[src/rtl/instr_sequencer.sv]
// T-state sequencer for a small 6502-style subset: ADC/SBC/LDA (imm, zp, abs),
// SEC/CLC, SED/CLD and NOP. All datapath controls are registered for the next cycle.
module instr_sequencer #(
  parameter int T_WIDTH    = 3,
  parameter int DECIMAL_EN = 1
) (
  input  logic               clk_ph2,
  input  logic               rst,
  input  logic               rdy,
  input  logic [7:0]         IR,
  output logic [T_WIDTH-1:0] T,
  output logic               SYNC,
  output logic               ILLEGAL,
  output logic               DL_DB,
  output logic               AC_SB,
  output logic               ADD_SB,
  output logic               SB_AC,
  output logic               SB_DB,
  output logic               DL_ADL,
  output logic               DL_ADH,
  output logic               ADD_ADL,
  output logic               ZERO_ADH,
  output logic               PCL_ADL,
  output logic               PCH_ADH,
  output logic               ADL_ABL,
  output logic               ADH_ABH,
  output logic               PCL_PCL,
  output logic               PCH_PCH,
  output logic               I_PC,
  output logic               SB_ADD,
  output logic               DB_ADD,
  output logic               nDB_ADD,
  output logic               SUMS,
  output logic               AVR_V,
  output logic               ACR_C,
  output logic               DBZ_Z,
  output logic               DB7_N,
  output logic               IR5_C,
  output logic               IR5_D
);

  // state     | meaning
  // ST_RESET  | reset released, no fetch issued yet (outputs idle)
  // ST_FETCH  | current cycle is T0; IR is decoded on the next edge
  // ST_EXEC   | current cycle is T1..Tn of the latched instruction
  typedef enum logic [1:0] {ST_RESET, ST_FETCH, ST_EXEC} state_t;
  typedef enum logic [1:0] {M_IMP, M_IMM, M_ZP, M_ABS} mode_t;
  typedef enum logic [2:0] {K_NOP, K_ADC, K_SBC, K_LDA, K_FLAGC, K_FLAGD, K_ILL} kind_t;
  typedef enum logic [1:0] {WB_NONE, WB_ALU, WB_LDA} wb_t;

  typedef struct packed {
    logic sync, illegal;
    logic dl_db, ac_sb, add_sb, sb_ac, sb_db, dl_adl, dl_adh, add_adl, zero_adh;
    logic pcl_adl, pch_adh, adl_abl, adh_abh;
    logic pcl_pcl, pch_pch, i_pc;
    logic sb_add, db_add, ndb_add, sums;
    logic avr_v, acr_c, dbz_z, db7_n, ir5_c, ir5_d;
  } ctl_t;

  localparam logic [T_WIDTH-1:0] T_MAX = '1;

  state_t state_q, state_d;
  mode_t  mode_q, mode_d, mode_n, dec_mode;
  kind_t  kind_q, kind_d, kind_n, dec_kind;
  wb_t    wb_q, wb_d;
  ctl_t   ctl_q, ctl_d;
  logic [T_WIDTH-1:0] t_q, t_d, t_n;
  logic do_fetch, timeout;

  function automatic logic [T_WIDTH-1:0] last_t(input mode_t m);
    case (m)
      M_ZP:    return T_WIDTH'(2);
      M_ABS:   return T_WIDTH'(3);
      default: return T_WIDTH'(1);
    endcase
  endfunction

  always_comb begin
    dec_kind = K_ILL;
    dec_mode = M_IMP;
    case (IR)
      8'h69, 8'h65, 8'h6D: dec_kind = K_ADC;
      8'hE9, 8'hE5, 8'hED: dec_kind = K_SBC;
      8'hA9, 8'hA5, 8'hAD: dec_kind = K_LDA;
      8'h38, 8'h18:        dec_kind = K_FLAGC;
      8'hF8, 8'hD8:        dec_kind = (DECIMAL_EN != 0) ? K_FLAGD : K_ILL;
      8'hEA:               dec_kind = K_NOP;
      default:             dec_kind = K_ILL;
    endcase
    if (dec_kind == K_ADC || dec_kind == K_SBC || dec_kind == K_LDA) begin
      case (IR[3:0])
        4'h5:    dec_mode = M_ZP;
        4'hD:    dec_mode = M_ABS;
        default: dec_mode = M_IMM;
      endcase
    end
  end

  always_comb begin
    state_d  = state_q;
    t_d      = t_q;
    mode_d   = mode_q;
    kind_d   = kind_q;
    wb_d     = wb_q;
    ctl_d    = '0;
    do_fetch = 1'b0;
    timeout  = 1'b0;
    t_n      = t_q;
    mode_n   = mode_q;
    kind_n   = kind_q;
    if (!rdy) begin
      // Hold routing, but never repeat a PC increment, register write or ILLEGAL pulse.
      ctl_d         = ctl_q;
      ctl_d.i_pc    = 1'b0;
      ctl_d.sb_ac   = 1'b0;
      ctl_d.avr_v   = 1'b0;
      ctl_d.acr_c   = 1'b0;
      ctl_d.dbz_z   = 1'b0;
      ctl_d.db7_n   = 1'b0;
      ctl_d.ir5_c   = 1'b0;
      ctl_d.ir5_d   = 1'b0;
      ctl_d.illegal = 1'b0;
    end else begin
      case (state_q)
        ST_RESET: do_fetch = 1'b1;
        ST_FETCH: begin
          t_n    = T_WIDTH'(1);
          mode_n = dec_mode;
          kind_n = dec_kind;
        end
        default: begin
          if (t_q == last_t(mode_q)) begin
            do_fetch = 1'b1;
          end else if (t_q == T_MAX) begin
            do_fetch = 1'b1;
            timeout  = 1'b1;
          end else begin
            t_n = t_q + T_WIDTH'(1);
          end
        end
      endcase

      if (do_fetch) begin
        state_d       = ST_FETCH;
        t_d           = '0;
        wb_d          = WB_NONE;
        ctl_d.sync    = 1'b1;
        ctl_d.pcl_adl = 1'b1;
        ctl_d.pch_adh = 1'b1;
        ctl_d.adl_abl = 1'b1;
        ctl_d.adh_abh = 1'b1;
        ctl_d.pcl_pcl = 1'b1;
        ctl_d.pch_pch = 1'b1;
        ctl_d.i_pc    = 1'b1;
        ctl_d.illegal = timeout;
        case (wb_q)
          WB_ALU: begin
            ctl_d.add_sb = 1'b1;
            ctl_d.sb_ac  = 1'b1;
            ctl_d.sb_db  = 1'b1;
            ctl_d.avr_v  = 1'b1;
            ctl_d.acr_c  = 1'b1;
            ctl_d.dbz_z  = 1'b1;
            ctl_d.db7_n  = 1'b1;
          end
          WB_LDA: begin
            ctl_d.dl_db = 1'b1;
            ctl_d.sb_db = 1'b1;
            ctl_d.sb_ac = 1'b1;
            ctl_d.dbz_z = 1'b1;
            ctl_d.db7_n = 1'b1;
          end
          default: ;
        endcase
      end else begin
        state_d = ST_EXEC;
        t_d     = t_n;
        mode_d  = mode_n;
        kind_d  = kind_n;
        if (t_n == T_WIDTH'(1)) begin
          ctl_d.pcl_adl = 1'b1;
          ctl_d.pch_adh = 1'b1;
          ctl_d.adl_abl = 1'b1;
          ctl_d.adh_abh = 1'b1;
          ctl_d.pcl_pcl = 1'b1;
          ctl_d.pch_pch = 1'b1;
          ctl_d.i_pc    = (mode_n != M_IMP);
          ctl_d.ir5_c   = (kind_n == K_FLAGC);
          ctl_d.ir5_d   = (kind_n == K_FLAGD);
          ctl_d.illegal = (kind_n == K_ILL);
        end else if (t_n == T_WIDTH'(2) && mode_n == M_ABS) begin
          // High operand byte fetch; low byte parks in ADD with SB undriven (zero).
          ctl_d.pcl_adl = 1'b1;
          ctl_d.pch_adh = 1'b1;
          ctl_d.adl_abl = 1'b1;
          ctl_d.adh_abh = 1'b1;
          ctl_d.pcl_pcl = 1'b1;
          ctl_d.pch_pch = 1'b1;
          ctl_d.i_pc    = 1'b1;
          ctl_d.dl_db   = 1'b1;
          ctl_d.db_add  = 1'b1;
          ctl_d.sums    = 1'b1;
        end else if (t_n == T_WIDTH'(2)) begin
          ctl_d.dl_adl   = 1'b1;
          ctl_d.adl_abl  = 1'b1;
          ctl_d.zero_adh = 1'b1;
          ctl_d.adh_abh  = 1'b1;
        end else if (t_n == T_WIDTH'(3)) begin
          ctl_d.add_adl = 1'b1;
          ctl_d.adl_abl = 1'b1;
          ctl_d.dl_adh  = 1'b1;
          ctl_d.adh_abh = 1'b1;
        end
        if (t_n == last_t(mode_n)) begin
          if (kind_n == K_ADC || kind_n == K_SBC) begin
            ctl_d.dl_db   = 1'b1;
            ctl_d.ac_sb   = 1'b1;
            ctl_d.sb_add  = 1'b1;
            ctl_d.sums    = 1'b1;
            ctl_d.db_add  = (kind_n == K_ADC);
            ctl_d.ndb_add = (kind_n == K_SBC);
            wb_d          = WB_ALU;
          end else if (kind_n == K_LDA) begin
            wb_d = WB_LDA;
          end
        end
      end
    end
  end

  always_ff @(posedge clk_ph2 or negedge rst) begin
    if (!rst) begin
      state_q <= ST_RESET;
      t_q     <= '0;
      mode_q  <= M_IMP;
      kind_q  <= K_NOP;
      wb_q    <= WB_NONE;
      ctl_q   <= '0;
    end else begin
      state_q <= state_d;
      t_q     <= t_d;
      mode_q  <= mode_d;
      kind_q  <= kind_d;
      wb_q    <= wb_d;
      ctl_q   <= ctl_d;
    end
  end

  assign T        = t_q;
  assign SYNC     = ctl_q.sync;
  assign ILLEGAL  = ctl_q.illegal;
  assign DL_DB    = ctl_q.dl_db;
  assign AC_SB    = ctl_q.ac_sb;
  assign ADD_SB   = ctl_q.add_sb;
  assign SB_AC    = ctl_q.sb_ac;
  assign SB_DB    = ctl_q.sb_db;
  assign DL_ADL   = ctl_q.dl_adl;
  assign DL_ADH   = ctl_q.dl_adh;
  assign ADD_ADL  = ctl_q.add_adl;
  assign ZERO_ADH = ctl_q.zero_adh;
  assign PCL_ADL  = ctl_q.pcl_adl;
  assign PCH_ADH  = ctl_q.pch_adh;
  assign ADL_ABL  = ctl_q.adl_abl;
  assign ADH_ABH  = ctl_q.adh_abh;
  assign PCL_PCL  = ctl_q.pcl_pcl;
  assign PCH_PCH  = ctl_q.pch_pch;
  assign I_PC     = ctl_q.i_pc;
  assign SB_ADD   = ctl_q.sb_add;
  assign DB_ADD   = ctl_q.db_add;
  assign nDB_ADD  = ctl_q.ndb_add;
  assign SUMS     = ctl_q.sums;
  assign AVR_V    = ctl_q.avr_v;
  assign ACR_C    = ctl_q.acr_c;
  assign DBZ_Z    = ctl_q.dbz_z;
  assign DB7_N    = ctl_q.db7_n;
  assign IR5_C    = ctl_q.ir5_c;
  assign IR5_D    = ctl_q.ir5_d;

endmodule
[config.mk]
export PLATFORM = sky130hd
export DESIGN_NAME = instr_sequencer
export DESIGN_NICKNAME = d
export VERILOG_FILES = /design/src/rtl/instr_sequencer.sv
export SDC_FILE = /design/constraint.sdc
export NUM_CORES = 1
export LEC_CHECK = 0
export ABC_AREA = 1
export CORE_AREA = 2 2 64 66
export DETAILED_ROUTE_END_ITERATION = 10
export DIE_AREA = 0 0 66 68
export PLACE_DENSITY = 0.76
export SKIP_LAST_GASP = 1
export SLEW_MARGIN = 30
export SYNTH_ARGS = -nofsm -noshare
export SYNTH_HDL_FRONTEND = slang
export SYNTH_SLANG_ARGS = --single-unit
export TNS_END_PERCENT = 100
[constraint.sdc]
create_clock -name clk_ph2 -period 2.3 [get_ports clk_ph2]
set_input_delay 0.575 -clock clk_ph2 [delete_from_list [all_inputs] [get_ports clk_ph2]]
set_output_delay 0.575 -clock clk_ph2 [all_outputs]
set_load 0.01 [all_outputs]
; Yosys cells after proc, flatten, opt, wreduce, memory -nomap -nowiden
; Index checks and enable logic that the tools add are counted.
[totals]
register_bits = 40
word_cells = 151
[op_classes]
n_addsub = 1
n_eq_ne = 38
n_mux = 61
n_bitwise = 1
reduce_logical = 17
[op_table]
columns = op, n
row1 = "equality test 8 bit, second input constant", 9
row2 = two-way mux 2 bit, 20
row3 = two-way mux 3 bit, 12
row4 = two-way mux 4 bit, 7
row5 = two-way mux 27 bit, 1
row6 = "equality test 8 x 7 -> 1 bit, second input constant", 3
row7 = "equality test 3 x 2 -> 1 bit, second input constant", 6
row8 = case mux 3 bit (6 select lines), 1
row9 = two-way mux 7 bit, 2
row10 = two-way mux 1 bit, 13
row11 = "equality test 3 bit, second input constant", 4
row12 = case mux 2 bit (2 select lines), 3
row13 = "equality test 2 bit, second input constant", 5
row14 = "equality test 3 x 1 -> 1 bit, second input constant", 3
row15 = OR reduction 3 bit, 3
row16 = "equality test 8 x 5 -> 1 bit, second input constant", 1
row17 = "equality test 8 x 6 -> 1 bit, second input constant", 1
row18 = OR reduction 2 bit, 4
row19 = equality test 3 bit, 2
row20 = case mux 3 bit (2 select lines), 1
row21 = "equality test 2 x 1 -> 1 bit, second input constant", 2
row22 = "equality test 4 x 3 -> 1 bit, second input constant", 1
row23 = "equality test 4 bit, second input constant", 1
row24 = nonzero test 2 bit, 2
row25 = other kinds (9), 11

; Logic depth before layout (Yosys ltp)
; Gate-level depths: netlist (run 1).
[logic_depth]
word_depth = 17
mapped_depth = 17
ltp_nobuf = 17

; Least setup slack after synthesis (run 1)
; OpenSTA, ideal clock, no wires.
[synth_path]
path_type = register to register
startpoint = reg t_q[1] (netlist: T[1])
endpoint = reg ctl_q, in the netlist DL_DB
setup_ns = 0.126
arrival_ns = 1.654
t_required_ns = 2.174
slack_ns = 0.520
stages_incl_launch_ff = 16
n_path_buf = 0
period_less_slack_ns = 1.780
cell_sequence = dfrtp_1 -> ha_1 -> nand2_1 -> inv_1 -> o21ai_0 -> nand2_1 -> o21ai_1 -> nand2_1 -> nand3_2 -> nand2_1 -> nand2_1 -> inv_2 -> nand3_2 -> nand2_2 -> nand2_1 -> nand3_1
[synth_between]
elab_chain_len = 12
word_cells_on_any_way = 20
cone_classes = 1 x add/sub / 5 x eq/ne / 13 x mux / 1 x reduce/logical
[synth_lines]
columns = element, line
row1 = from (decl), 67  ; logic [T_WIDTH-1:0] t_q, t_d, t_n;
row2 = from (signal assigned), 241  ; t_q <= t_d;
row3 = adder 3 x 1 -> 3 bit or equality test 3 bit (tied branches), "138, 134"
row4 = two-way mux 3 bit, 134  ; end else if (t_q == T_MAX) begin
row5 = two-way mux 3 bit, 132  ; if (t_q == last_t(mode_q)) begin
row6 = case mux 3 bit (2 select lines), 124  ; case (state_q)
row7 = two-way mux 3 bit, 111  ; if (!rdy) begin
row8 = equality test 3 x 2 -> 1 bit, 191  ; end else if (t_n == T_WIDTH'(2) && mode_n == M_ABS) begin
row9 = logical AND 1 bit, 191
row10 = two-way mux 1 bit, 191
row11 = two-way mux 1 bit, 180  ; if (t_n == T_WIDTH'(1)) begin
row12 = two-way mux 2 bit, 215  ; if (kind_n == K_ADC || kind_n == K_SBC) begin
row13 = two-way mux 2 bit, 214  ; if (t_n == last_t(mode_n)) begin
row14 = two-way mux 2 bit *, 143  ; if (do_fetch) begin
row15 = to (signal assigned), 245  ; ctl_q <= ctl_d;
row16 = to (decl), 66  ; ctl_t ctl_q, ctl_d;
; Every way passes the cells marked *; elsewhere a longest branch is shown, timed or not. The select of a mux whose other input is x is not followed.
; A chain may end at the register's enable or synchronous reset.

; Worst setup path after layout (run 1)
[layout_path]
startpoint = in IR[2]
endpoint = reg ctl_q, in the netlist DL_DB
[layout_between]
elab_chain_len = 16
word_cells_on_any_way = 48
cone_classes = 24 x eq/ne / 15 x mux / 9 x reduce/logical
[layout_lines]
columns = element, line
row1 = from (decl), 10  ; input logic [7:0] IR,
row2 = "equality test 8 bit, or another cell as far along", 81  ; case (IR)
row3 = OR reduction 3 bit or OR reduction 2 bit (tied branches), 81
row4 = case mux 3 bit (6 select lines), 81
row5 = equality test 3 x 1 -> 1 bit or equality test 3 x 2 -> 1 bit (tied branches), 90  ; if (dec_kind == K_ADC || dec_kind == K_SBC || dec_kind == K_LDA) begin
row6 = logical OR 1 bit (2 in series), 90
row7 = two-way mux 2 bit, 90
row8 = two-way mux 2 bit, 124
row9 = two-way mux 2 bit, 111
row10 = equality test 2 bit (on tied branches), "71, 191"
row11 = case mux 2 bit (2 select lines) or logical AND 1 bit (tied branches), "71, 191"
row12 = two-way mux 3 bit or two-way mux 1 bit (tied branches), "143, 191"
row13 = two-way mux 3 bit or two-way mux 1 bit (tied branches), "111, 180"
row14 = equality test 3 bit or two-way mux 2 bit (tied branches), "214, 215"
row15 = two-way mux 2 bit *, 214
row16 = two-way mux 2 bit *, 143
; Marks and branches as above.

==> results by group, run 1 <==
STA
  – Max-slew violations: 0
  – Fmax: 477.5 MHz
  – RSZ-0062 raised after global routing: no
  – Pin slew with the least headroom to its limit: 0.3605 ns
  – Fin crit share: 91.06%
  – # setup viols final: 0
  – Clock skew: 0.003129 ns
  – Fin. Hold Viols: 0
  – Rel. slew slack: 75.97%
  – Tmin final: 2.094 ns

Floorplan
  – Die Footprint: between 4000 and 5000 um2
  – Core outline area: 3856 um2
  – # IOs: 42
  – Cell Rows: 23
  – Die width: roughly 66 um
  – Initial Util: a little under half
  – Die Ht: 68 um

Critical path
  – Worst setup SP type: input port
  – Worst endpoint required time: 2.46 ns
  – CP Max Fanout: 4
  – Worst Setup SP: IR[2]
  – Setup Crit Path Kind: input port to flop
  – Launching point of the worst reg2reg path: T[0]
  – CP endpoint kind: flop
  – FF-to-FF End: DL_DB
  – Reg-to-reg setup timing slack: 0.35 ns
  – CP Data Arrival Time: ~2.3 ns
  – R2R cell count: 15
  – Critical Path Sink: DL_DB

Synthesis
  – Cells after Synth: between 200 and 250
  – Post-synth top cells: nand2_1, inv_1, dfrtp_1, nand3_1, nor2_1
  – Most area-consuming cells after synthesis: dfrtp_1, nand2_1, inv_1
  – Register bit total from synthesis: 29
  – Seq/Total Area, Yosys: 39.78%
  – Share of the synthesized area in the top cell type: 39.78%
  – Most used DFF post-synth: dfrtp_1
  – Synth warn: 0
  – Area of the mapped netlist: 1824 um2
  – Syn nets: 259
  – Syn Area/Cell: 7.446 um2
  – Yosys top cell by area: dfrtp_1
  – Post-synth EDFFs: 0
  – Dominant cell by count in the synthesized netlist: nand2_1
  – Asr flop ratio synth: between 90% and 100%
  – Yosys cell types: 32

Clock tree
  – CTS tree: done
  – Num Clock Sinks: 29
  – CTS Buf Count: 5
  – Clk_lat worst skew: 0.28 ns
  – Clock Tree Buf Depth: 2
  – Root buffer cell: clkbuf_8
  – H-tree depth: 2
  – Worst-path clk slew: ~0.06 ns

Cells and area
  – Fin cells: 340
  – Nets: 303
  – Layout cell share with drive strength beyond 1: roughly 17%
  – Fin area: roughly 2400 um2
  – Register Area: 725.7 um2
  – Fill cells: 356
  – Multi-input gate area: around 870 um2
  – Final Core Density: 61.23%
  – Ant diodes: 0
  – Area grow syn2layout: 29.42%

Drt
  – DR iter-0 viols: 72
  – DRT Pass-1 Iters: 4
  – WL final: 3.710 mm
  – Vias: between 1500 and 2000
  – Wire length per cell: 10.91 um
  – Final antenna-violating net count: 0
  – Avg Vias per Cell: between 4 and 5
  – DRC viols: 0

Outcome
  – Status: finished, final reports clean

Global routing
  – First-pass GRT wire length: 6.065 mm
  – Grt total ovfl: 0
  – Largest net degree at the start of global routing: 30
  – Vias in the first global route: 1376
  – Tot GR Track Use: 17.87%
  – Initial antenna violation count: 0

Placed design
  – Detailed placement HPWL: 2.860 mm
  – Placed insts: 332
  – # port buffers: 41
  – Final Wtd Congestion: roughly 0.86
  – Post-Place Cell Area: approximately 2300 um2

Pwr
  – PnR Total Power: roughly 2.6 mW
  – LEAKAGE: 1.170 nW
  – Peak supply drop: 0.0003943 V
  – Pwr Density: 1100 nW/um2

Hold path
  – Hold WC Path Type: flop to flop
  – Hold Path Stages: 2

Run
  – Max-cap viol count: 0
[per-stage QoR]
| step | worst slack, ns | hold WS [ns] | TNS (ns) |
|---|---|---|---|
| floorplan | 0.5202 | 0.2794 | 0 |
| global placement | -0.1126 | 0.4663 | -0.4900 |
| detailed placement | -0.1297 | 0.4703 | -0.7853 |
| CTS | 0.1675 | 0.4871 | 0 |
| global route | 0.01155 | 0.5054 | 0 |
| finish | 0.2057 | 0.4832 | 0 |
[cells by family after synthesis]
| logic type | synth area share, % |
|---|---|
| buffers and inverters | 12.83 |
| flip-flops | 39.78 |
| adder cells (fa/ha/maj) | 2.058 |
| XOR/XNOR | 0.9604 |
| AND/OR/NAND/NOR | 35.05 |
| AO/OA/AOI/OAI | 9.328 |
[placed cells by master (no fill, tap or decap)]
cell type,count
nand2_1,61
clkdlybuf4s50_1,40
inv_1,32
dfrtp_1,29
nand3_1,22
nor2_1,14
nand2_2,14
o21ai_0,13
buf_4,8
inv_2,5
nor2_2,5
clkbuf_8,5
nand3_2,4
nor2_4,3
nand4_1,3
clkinv_1,3
ha_1,3
o211ai_1,2
nor3_1,2
o21ai_1,2
a21oi_1,2
nand2_4,2
o22ai_1,2
o21bai_1,2
clkinv_2,2
a22oi_1,1
xor2_1,1
xnor2_1,1
o21bai_2,1
or2_0,1
o32ai_1,1
a21oi_2,1
a31oi_1,1
clkbuf_1,1
dlymetal6s2s_1,1
[timing repair]
item | 4_1_cts | 5_1_grt
setup buffers | 0 | 0
hold buffers | 0 | 0
endpoints found under the setup margin | 0 | 2
gates resized for setup | 0 | 2
[worst max-delay path, cell delays in order]
cell             delay (ns)
clkdlybuf4s50_1        0.52
inv_1                  0.09
nor3_1                 0.25
a22oi_1                0.13
nand2_1                0.18
nand3_1                0.10
nand2_1                0.11
inv_2                  0.05
nand3_2                0.05
nand2_2                0.05
nand2_1                0.07
nand3_1                0.07
[how the worst min path moves through the flow]
stage / start / to
4_1_cts: nDB_ADD / nDB_ADD
6_report: SB_DB / SB_DB
2_1_floorplan: rst / ACR_C
3_3_place_gp: DB_ADD / DB_ADD
3_5_place_dp: nDB_ADD / nDB_ADD
5_1_grt: SUMS / SUMS
[registers in the layout, summed over array words and instances (netlist names), 2 cells and up]
signal	cells
T	3
kind_q	3
mode_q	2
state_q	2
wb_q	2
[routing by layer]
layer / wire (um) / GRT usage (%)
met2: 1680 / 28.54
met1: 1766 / 23.25
met5: 0 / 0
met3: 161 / 3.618
met4: 101 / 8.929
[where the power goes]
group	internal (mW)	switching (mW)	leakage, nW
combinational	0.604	0.834	0.742
clock	0.209	0.192	0.0450
sequential	0.655	0.102	0.383
[layout make-up]
class / instances / share of cell area, %
multi-input cells: 164 / 36.73
well taps: 50 / 2.650
repair buffers: 49 / 20.03
clock buffers: 6 / 3.074
clock inverters: 2 / 0.4240
flip-flops and latches: 29 / 30.74
inverters: 40 / 6.359
Power figures use the tool's default switching activity.
==> inputs of run 2 (changes only) <==
--- a/config.mk
+++ b/config.mk
@@ -6,10 +6,12 @@
 export NUM_CORES = 1
 export LEC_CHECK = 0
 export ABC_AREA = 1
-export CORE_AREA = 2 2 64 66
+export CELL_PAD_IN_SITES_DETAIL_PLACEMENT = 1
+export CELL_PAD_IN_SITES_GLOBAL_PLACEMENT = 1
+export CORE_AREA = 2 2 75 77
 export DETAILED_ROUTE_END_ITERATION = 10
-export DIE_AREA = 0 0 66 68
-export PLACE_DENSITY = 0.76
+export DIE_AREA = 0 0 77 79
+export PLACE_DENSITY = 0.81
 export SKIP_LAST_GASP = 1
 export SLEW_MARGIN = 30
 export SYNTH_ARGS = -nofsm -noshare
==> results by group, run 2 (same netlist as run 1, synthesis figures left out) <==
Critical path
  – CP endpoint kind: flop (unchanged)
  – Critical path cell sequence: clkdlybuf4s50_1, inv_1, nand2_1, inv_1, o211ai_1, nand4_1, nand2_2, nand3_1, nand2_1, inv_2, nand3_2, nand2_2, nand2_1, nand3_1 (was clkdlybuf4s50_1, inv_1, nor3_1, a22oi_1, nand2_1, nand3_1, nand2_1, inv_2, nand3_2, nand2_2, nand2_1, nand3_1)
  – Setup Crit Path Kind: input port to flop (unchanged)
  – Worst endpoint required time: 2.45 ns (was 2.46 ns)
  – Worst setup SP type: input port (unchanged)
  – CP max stage cell: clkdlybuf4s50_1 (unchanged)
  – Crit path buffers/inverters: 4 (was 3)
  – CP peak stage delay: 0.47 ns (was 0.52 ns)
  – Worst path most repeated cell: nand2_1 (unchanged)
  – CP Data Arrival Time: 2.29 ns (was 2.26 ns)
  – CP top delay family: simple AND/OR/NAND/NOR gates (unchanged)
  – CP Max Fanout: 4 (unchanged)

Run
  – Max-cap viol count: 0 (unchanged)

Cells and area
  – Multi-input gate area: 879.6 um2 (was 867.1 um2)
  – Commonest non-fill, non-tap cell in the layout: nand2_1 (unchanged)
  – Ant diodes: 0 (unchanged)
  – Commonest non-fill, non-tap cells in the layout: nand2_1, clkdlybuf4s50_1, inv_1 (unchanged)
  – Register Area: 725.7 um2 (unchanged)
  – Layout cell share with drive strength beyond 1: 19.73% (was 17.24%)
  – Fill cells: 691 (was 356)
  – Final Core Density: 45.76% (was 61.23%)
  – Nets: 308 (was 303)
  – Area grow syn2layout: 33.88% (was 29.42%)

Drt
  – DRT Pass-1 Iters: 4 (unchanged)
  – Avg Vias per Cell: 4.705 (was 4.871)
  – Vias: 1722 (was 1656)
  – DR iter-0 viols: 77 (was 72)
  – DRC viols: 0 (unchanged)
  – Final antenna-violating net count: 0 (unchanged)
  – WL final: 4.548 mm (was 3.710 mm)
  – Wire length per cell: 12.43 um (was 10.91 um)

Floorplan
  – Core outline area: 5338 um2 (was 3856 um2)
  – Initial Util: 34.18% (was 47.31%)
  – # IOs: 42 (unchanged)
  – Die Ht: 79 um (was 68 um)
  – Die Footprint: 6083 um2 (was 4488 um2)
  – Cell Rows: 27 (was 23)
  – Die width: 77 um (was 66 um)

Clock tree
  – CTS tree: done (unchanged)
  – Root buffer cell: clkbuf_8 (unchanged)
  – H-tree depth: 2 (unchanged)
  – Worst-path clk slew: 0.06 ns (about the same)
  – CTS Buf Count: 5 (unchanged)
  – Clock Tree Buf Depth: 2 (unchanged)
  – Num Clock Sinks: 29 (unchanged)
  – Hold_buf cts: 0 (unchanged)
  – Clk_lat worst skew: 0.27 ns (was 0.28 ns)

STA
  – Clock skew: 0.007881 ns (was 0.003129 ns)
  – Fin crit share: 92.94% (was 91.06%)
  – RSZ-0062 raised after global routing: yes (was no)
  – Max-slew violations: 0 (unchanged)
  – Pin slew with the least headroom to its limit: 0.3777 ns (was 0.3605 ns)
  – # setup viols final: 0 (unchanged)
  – Tmin final: 2.138 ns (was 2.094 ns)
  – Fin. Hold Viols: 0 (unchanged)
  – Rel. slew slack: 74.82% (was 75.97%)
  – Fmax: 467.8 MHz (was 477.5 MHz)

Global routing
  – Grt total ovfl: 0 (unchanged)
  – Largest net degree at the start of global routing: 30 (unchanged)
  – Vias in the first global route: 1690 (was 1376)
  – Initial antenna violation count: 0 (unchanged)
  – Tot GR Track Use: 16.09% (was 17.87%)
  – First-pass GRT wire length: 7.838 mm (was 6.065 mm)

Pwr
  – Comb power frac: 57.0% (was 55.4%)
  – Internal: 1.559 mW (was 1.468 mW)
  – Sw Ratio: 42.69% (was 43.45%)
  – Pwr Density: 1114 nW/um2 (was 1100 nW/um2)
  – Peak supply drop: 0.0003627 V (was 0.0003943 V)
  – Sequential share of power: 28.1% (was 29.2%)
  – LEAKAGE: 1.195 nW (was 1.170 nW)
  – PnR Total Power: 2.720 mW (was 2.596 mW)
  – Psw: 1.161 mW (was 1.128 mW)
  – Clock Power Share: 14.9% (was 15.4%)

Placed design
  – # port buffers: 41 (unchanged)
  – Detailed placement HPWL: 3.640 mm (was 2.860 mm)
  – Final Wtd Congestion: 0.8298 (was 0.8626)

Outcome
  – Status: finished, final reports clean (unchanged)

Hold path
  – Hold WC Path Type: flop to flop (unchanged)
run 2: metal layers:
| layer | up-vias | global-route usage, % | share of wire [%] |
|---|---|---|---|
| li1 | 857 | - | - |
| met1 | 817 | 19.96 | 44 |
| met2 | 44 | 28.16 | 51 |
| met3 | 4 | 3.523 | 4.1 |
| met4 | 0 | 4.821 | 1.1 |
| met5 | - | 0 | 0 |
run 2: area by class of cell:
cell class | count | share of cell area [%]
Multi-Input combinational cell | 164 | 36.01
Sequential cell | 29 | 29.71
Timing Repair Buffer | 54 | 20.90
Inverter | 40 | 6.148
Tap cell | 72 | 3.689
Clock buffer | 7 | 3.535
run 2: final timing paths:
path / end / slack [ns] / start / depth (start not counted)
max reg2reg: wb_q[0] / 0.28 / T[0] / 13
min: SB_DB / 0.49 / SB_DB / 2
max in group asynchronous: ADD_SB / 1.34 / rst / 2
max: DL_DB / 0.16 / IR[1] / 14
min reg2reg: SB_DB / 0.49 / SB_DB / 2
min in group asynchronous: DB7_N / 0.68 / rst / 2
run 2: what timing repair did:
action / CTS / global route
setup endpoints to repair: 0 / 8
gates resized for setup: 0 / 6
buffers inserted: 0 / 1
run 2: per-stage QoR:
| stage | setup TNS (ns) | hold slack, ns | instances | area (um2) | setup WS (ns) |
|---|---|---|---|---|---|
| after detailed placement | -1.376 | 0.4773 | 358 | 2331 | -0.1835 |
| final | 0 | 0.4872 | 366 | 2442 | 0.1624 |
| after global placement | -0.5091 | 0.4671 | 358 | 2331 | -0.08314 |
| after floorplan | 0 | 0.2794 | 245 | 1824 | 0.5202 |
| after CTS | 0 | 0.4936 | 365 | 2417 | 0.1146 |
| after global routing | 0 | 0.5124 | 366 | 2442 | 0.002606 |
run 2: worst register-to-register path: stages (launching register included):
cell	delay, ns
dfrtp_1	0.43
ha_1	0.24
nand2_1	0.15
inv_1	0.07
o21ai_0	0.14
nand2_1	0.06
o21ai_1	0.07
nand2_1	0.11
nand2_1	0.15
nand2_4	0.08
nand2_2	0.10
nand4_1	0.14
nand3_1	0.11
nand2_1	0.06
run 2: power groups by stage:
stage | Combinational, mW | Clock [mW] | Sequential [mW]
after floorplan | 0.926 | 0 | 0.795
after global placement | 1.49 | 0 | 0.763
after detailed placement | 1.53 | 0 | 0.772
after CTS | 1.54 | 0.422 | 0.765
after global routing | 1.73 | 0.447 | 0.786
final | 1.55 | 0.407 | 0.763
